`config.mk`:
```
export PLATFORM = sky130hd
export DESIGN_NAME = iob_nco_sweep
export DESIGN_NICKNAME = d
export VERILOG_FILES = /design/src/rtl/iob_nco_sweep.sv
export SDC_FILE = /design/constraint.sdc
export NUM_CORES = 1
export LEC_CHECK = 0
export BUFFER_PORTS_ARGS = -buffer_cell sky130_fd_sc_hd__buf_2
export CORE_UTILIZATION = 37
export CTS_CLUSTER_DIAMETER = 150
export DETAILED_ROUTE_END_ITERATION = 10
export PLACE_DENSITY = 0.56
export REMOVE_ABC_BUFFERS = 1
export SLEW_MARGIN = 20
export SYNTH_ARGS = -nofsm -noshare
export SYNTH_HDL_FRONTEND = slang
export SYNTH_SLANG_ARGS = --single-unit
```
`constraint.sdc`:
```
create_clock -name clk_i -period 5.9 [get_ports clk_i]
set_input_delay 0.885 -clock clk_i [delete_from_list [all_inputs] [get_ports clk_i]]
set_output_delay 0.885 -clock clk_i [all_outputs]
set_load 0.03 [all_outputs]
```
`src/rtl/iob_nco_sweep.sv`:
```
// Linear NCO period sweep sequencer driving the PERIOD_INT/PERIOD_FRAC write ports.
// Latency: one pair (int then frac) per update, minimum 3 cycles per update with dwell=0.
// Backpressure: waits indefinitely on each ready; wen and wdata are held until accepted.
module iob_nco_sweep #(
  parameter int DATA_W  = 32,
  parameter int DWELL_W = 16
) (
  input  logic                  clk_i,
  input  logic                  arst_n_i,
  input  logic                  cke_i,
  input  logic                  start_i,
  input  logic                  stop_i,
  input  logic [2*DATA_W-1:0]   start_period_i,
  input  logic [2*DATA_W-1:0]   end_period_i,
  input  logic [2*DATA_W-1:0]   step_i,
  input  logic [DWELL_W-1:0]    dwell_i,
  output logic [DATA_W-1:0]     period_int_wdata_o,
  output logic                  period_int_wen_o,
  input  logic                  period_int_ready_i,
  output logic [DATA_W-1:0]     period_frac_wdata_o,
  output logic                  period_frac_wen_o,
  input  logic                  period_frac_ready_i,
  output logic                  nco_enable_o,
  output logic [2*DATA_W-1:0]   cur_period_o,
  output logic                  busy_o,
  output logic                  done_o
);

  localparam int PW = 2 * DATA_W;
  localparam logic [DWELL_W-1:0] CNT_ONE = {{(DWELL_W-1){1'b0}}, 1'b1};

  typedef enum logic [2:0] {S_IDLE, S_WR_INT, S_WR_FRAC, S_DWELL, S_DONE} state_t;

  state_t             state_q, state_d;
  logic [PW-1:0]      cur_q, cur_d;
  logic [PW-1:0]      end_q, end_d;
  logic [PW-1:0]      step_q, step_d;
  logic [DWELL_W-1:0] dwell_q, dwell_d;
  logic [DWELL_W-1:0] cnt_q, cnt_d;
  logic               dir_up_q, dir_up_d;
  logic               abort_q, abort_d;
  logic               nco_en_q, nco_en_d;
  logic [PW-1:0]      cur_period_q, cur_period_d;

  // One extra bit catches carry-out on the way up and borrow on the way down.
  logic [PW:0]   sum_w, diff_w;
  logic [PW-1:0] next_cur;

  assign sum_w  = {1'b0, cur_q} + {1'b0, step_q};
  assign diff_w = {1'b0, cur_q} - {1'b0, step_q};

  always_comb begin
    next_cur = end_q;
    if (dir_up_q) begin
      if (!sum_w[PW] && (sum_w[PW-1:0] <= end_q)) next_cur = sum_w[PW-1:0];
    end else begin
      if (!diff_w[PW] && (diff_w[PW-1:0] >= end_q)) next_cur = diff_w[PW-1:0];
    end
  end

  always_comb begin
    state_d      = state_q;
    cur_d        = cur_q;
    end_d        = end_q;
    step_d       = step_q;
    dwell_d      = dwell_q;
    cnt_d        = cnt_q;
    dir_up_d     = dir_up_q;
    abort_d      = abort_q;
    nco_en_d     = nco_en_q;
    cur_period_d = cur_period_q;
    case (state_q)
      S_IDLE: begin
        if (start_i) begin
          cur_d    = start_period_i;
          end_d    = end_period_i;
          step_d   = step_i;
          dwell_d  = dwell_i;
          dir_up_d = (end_period_i >= start_period_i);
          abort_d  = 1'b0;
          nco_en_d = 1'b0;
          state_d  = S_WR_INT;
        end
      end
      S_WR_INT: begin
        if (stop_i) abort_d = 1'b1;
        if (period_int_ready_i) state_d = S_WR_FRAC;
      end
      S_WR_FRAC: begin
        if (stop_i) abort_d = 1'b1;
        if (period_frac_ready_i) begin
          cur_period_d = cur_q;
          nco_en_d     = 1'b1;
          if ((cur_q == end_q) || (step_q == '0) || abort_q || stop_i) begin
            state_d = S_DONE;
          end else begin
            cnt_d   = dwell_q;
            state_d = S_DWELL;
          end
        end
      end
      S_DWELL: begin
        if (stop_i) begin
          state_d = S_DONE;
        end else if (cnt_q == '0) begin
          cur_d   = next_cur;
          state_d = S_WR_INT;
        end else begin
          cnt_d = cnt_q - CNT_ONE;
        end
      end
      S_DONE: begin
        abort_d = 1'b0;
        state_d = S_IDLE;
      end
      default: state_d = S_IDLE;
    endcase
  end

  always_ff @(posedge clk_i or negedge arst_n_i) begin
    if (!arst_n_i) begin
      state_q      <= S_IDLE;
      cur_q        <= '0;
      end_q        <= '0;
      step_q       <= '0;
      dwell_q      <= '0;
      cnt_q        <= '0;
      dir_up_q     <= 1'b0;
      abort_q      <= 1'b0;
      nco_en_q     <= 1'b0;
      cur_period_q <= '0;
    end else if (cke_i) begin
      state_q      <= state_d;
      cur_q        <= cur_d;
      end_q        <= end_d;
      step_q       <= step_d;
      dwell_q      <= dwell_d;
      cnt_q        <= cnt_d;
      dir_up_q     <= dir_up_d;
      abort_q      <= abort_d;
      nco_en_q     <= nco_en_d;
      cur_period_q <= cur_period_d;
    end
  end

  assign period_int_wdata_o  = cur_q[PW-1:DATA_W];
  assign period_frac_wdata_o = cur_q[DATA_W-1:0];
  assign period_int_wen_o    = (state_q == S_WR_INT);
  assign period_frac_wen_o   = (state_q == S_WR_FRAC);
  assign nco_enable_o        = nco_en_q;
  assign cur_period_o        = cur_period_q;
  assign busy_o              = (state_q != S_IDLE);
  assign done_o              = (state_q == S_DONE);

endmodule

```
==> impl_metrics.toml <==
[run_status]
outcome = "complete, but fails checks"
violations = "negative setup slack"

[drt]
drc = 0
final_antenna_net_count = 0
firstDrtPassIters = 6
wl_per_cell_um = 24.5
via_per_inst = 5.58
num_vias = 28900
drt-initial-drc-count = 2644
routed_wl_um = 127000

[critical_path]
path_max_fanout = 6
cpMaxStageDelayCell = "o41ai_4"
cpMostUsedCell = "buf_4"
worstSetupPathType = "reg2reg"
startpoint_type = "flip-flop"
arrival_ns = 7.03
cp-end-kind = "flip-flop"
required_ns = 6.40
slowest_delay_ns = 0.44

[floorplanning]
io_pins = 348
die_w_um = 268
initial_utilization = 0.374
core_sq_um = 69900
dieArea_sq_um = 71700
dieHeight_um = 268
row_count = 97

[synth]
synth_area_leaders = "dfrtp_1, ha_1, a21oi_1, o21ai_0, inv_1"
synth_area_sq_um = 26100
synth_edf_count = 0
ys_seq_elements = 294
ys_seq_area_frac = 0.281
synthTopCellsByCount = "a21oi_1, ha_1, dfrtp_1, o21ai_0, inv_1"
yosys_warnings = 0
synth-simple-area-share = 0.156
synth_top_cell_area_share = 0.281
postSynthCellCount = 3188
synth-compound-area-share = 0.240
yosysMostFrequentCell = "a21oi_1"
synth_fa_ha_area_frac = 0.155
ys.flop_type = "dfrtp_1"
muxShareOfSynthArea = 0.0421
synth_top_area_cell = "dfrtp_1"
synth_top_family_by_area = "compound AO/OA/AOI/OAI gates"
async_reset_ff_frac = 1.00
synth_area_per_cell_sq_um = 8.20
yosysUniqueCellTypes = 89
synth-xor-area-share = 0.0616

[sta]
clock_skew_ns = 0.0273
finalSetupViolCount = 64
maxSlewViolCount = 0
fmax_mhz = 153
fin_crit_ns = 6.53
relSlewSlack = 0.186
post-route-period-util = 1.11
hold_viol = 0
rsz0062_at_grt = "true"
layout_setup_ws_ns = -0.631
worst_pin_slew_ns = 1.21

[clock_network]
insertion_delay_ns = 0.59
clk_pin_slew_ns = 0.06
htreeDepth = 2
cts_max_path_buffers = 3
clkSinkCount = 294
cts_tree = "built"
cts_buffers = 39
cts-root-buf = "clkbuf_16"
cts_hold_buf = 0

[global_routing]
overflow = 0
antenna_found_initial = 4
grt_pass1_wl_um = 183000
use_met2 = 0.541
met1_usage = 0.462
grt.total_usage = 0.345
grt_max_degree = 107
grt.met3_usage = 0.0560
grt_pass1_vias = 27900
busiest_layer = "met2"

[placement]
placed_cell_area_sq_um = 34000
gp_congestion = 1.05
placed_cells = 5036
hpwlAfterDp_um = 101000
pre_cts_ws_ns = -1.20
portBuffers = 347

[final_layout]
fill_cells = 6887
instances_no_fill = 5173
drive_gt1_frac = 0.342
nets = 4745
stdcell_area_sq_um = 36800
area_delta_synth_final_pct = 40.8

[min_path]
hold_class = "in2async"

[flow_run]
cap_violations = 0
[per-layer routing]
layer	share of wire	vias to the layer above
li1	-	13500
met2	0.44	1159
met5	0.00021	-
met1	0.43	14000
met3	0.074	245
met4	0.052	4
[cell type report]
type                            instances  area (sq um)  share of cell area
Multi-Input combinational cell       2465         18100               0.492
Timing Repair Buffer                 1130          7950               0.216
Sequential cell                       294          7360               0.200
Tap cell                              940          1180              0.0320
Clock buffer                           51          1050              0.0286
Inverter                              277          1040              0.0283
Clock inverter                         12           105             0.00286
Antenna cell                            4          10.0            0.000272
[worst paths after layout]
| kind | slack, ns | end | cells past startpoint | startpoint |
|---|---|---|---|---|
| max | -0.63 | cur_q[26] | 30 | step_q[0] |
| min | 0.28 | end_q[2] | 1 | arst_n_i |
| max reg2reg | -0.63 | cur_q[26] | 30 | step_q[0] |
| min reg2reg | 0.50 | abort_q | 1 | abort_q |
| max in group asynchronous | 4.39 | cnt_q[1] | 2 | arst_n_i |
| min in group clk_i | 0.50 | abort_q | 1 | abort_q |
[registers in the layout, indices dropped and copies added (netlist names)]
register      cells
abort_q           1
cnt_q            16
end_q            64
dwell_q          16
cur_q            64
nco_enable_o      1
state_q           3
dir_up_q          1
step_q           64
cur_period_o     64
[cell usage in the layout (no fill, tap or decap), drive strengths merged, types with 34 or more instances in the layout]
cell type	count
xor2	77
clkbuf	52
nand4	64
a21o	45
o21bai	39
nand3	53
mux2	88
ha	321
nor2	203
o21ai	294
inv	273
a21oi	334
o22ai	34
nor4	64
nor3	59
buf	1129
dfrtp	294
xnor2	106
nand2	262
[cells by family (layout without fill, tap and decap cells)]
| kind of cell | Yosys count | count (layout) |
|---|---|---|
| adders and majority gates | 323 | 323 |
| AOI/OAI and AO/OA | 1015 | 1015 |
| other | 0 | 4 |
| and+or+nand+nor | 845 | 845 |
| muxes | 99 | 99 |
| DFF | 294 | 294 |
| buffers and inverters | 429 | 1470 |
| xor gates and xnor gates | 183 | 183 |
[critical path: cells and delay by family (launching register included)]
family                     cells  cell delay (ns)
AOI/OAI and AO/OA             12             2.74
buffers and inverters          9             1.23
and+or+nand+nor                5             1.10
adders and majority gates      3             0.84
DFF                            1             0.41
xor gates and xnor gates       1             0.12
[stage by stage]
step           hold slack [ns]   util  setup TNS [ns]
6_report                 0.277  0.526          -34.20
5_1_grt                  0.368  0.526          -44.22
4_1_cts                  0.343  0.518          -27.82
3_5_place_dp             0.490  0.486          -68.24
3_3_place_gp             0.480  0.486          -56.42
2_1_floorplan            0.461      -          -25.07
[timing repair]
item / in CTS / in global routing
endpoints found under the setup margin: 64 / 64
pin swaps: 51 / 56
setup buffers: 51 / 19
resized for setup: 122 / 94
gates cloned: 3 / 2
Power is left out: the tool's default activity adds up to more than one toggle a clock period on the data nets, which glitch-free logic cannot reach.
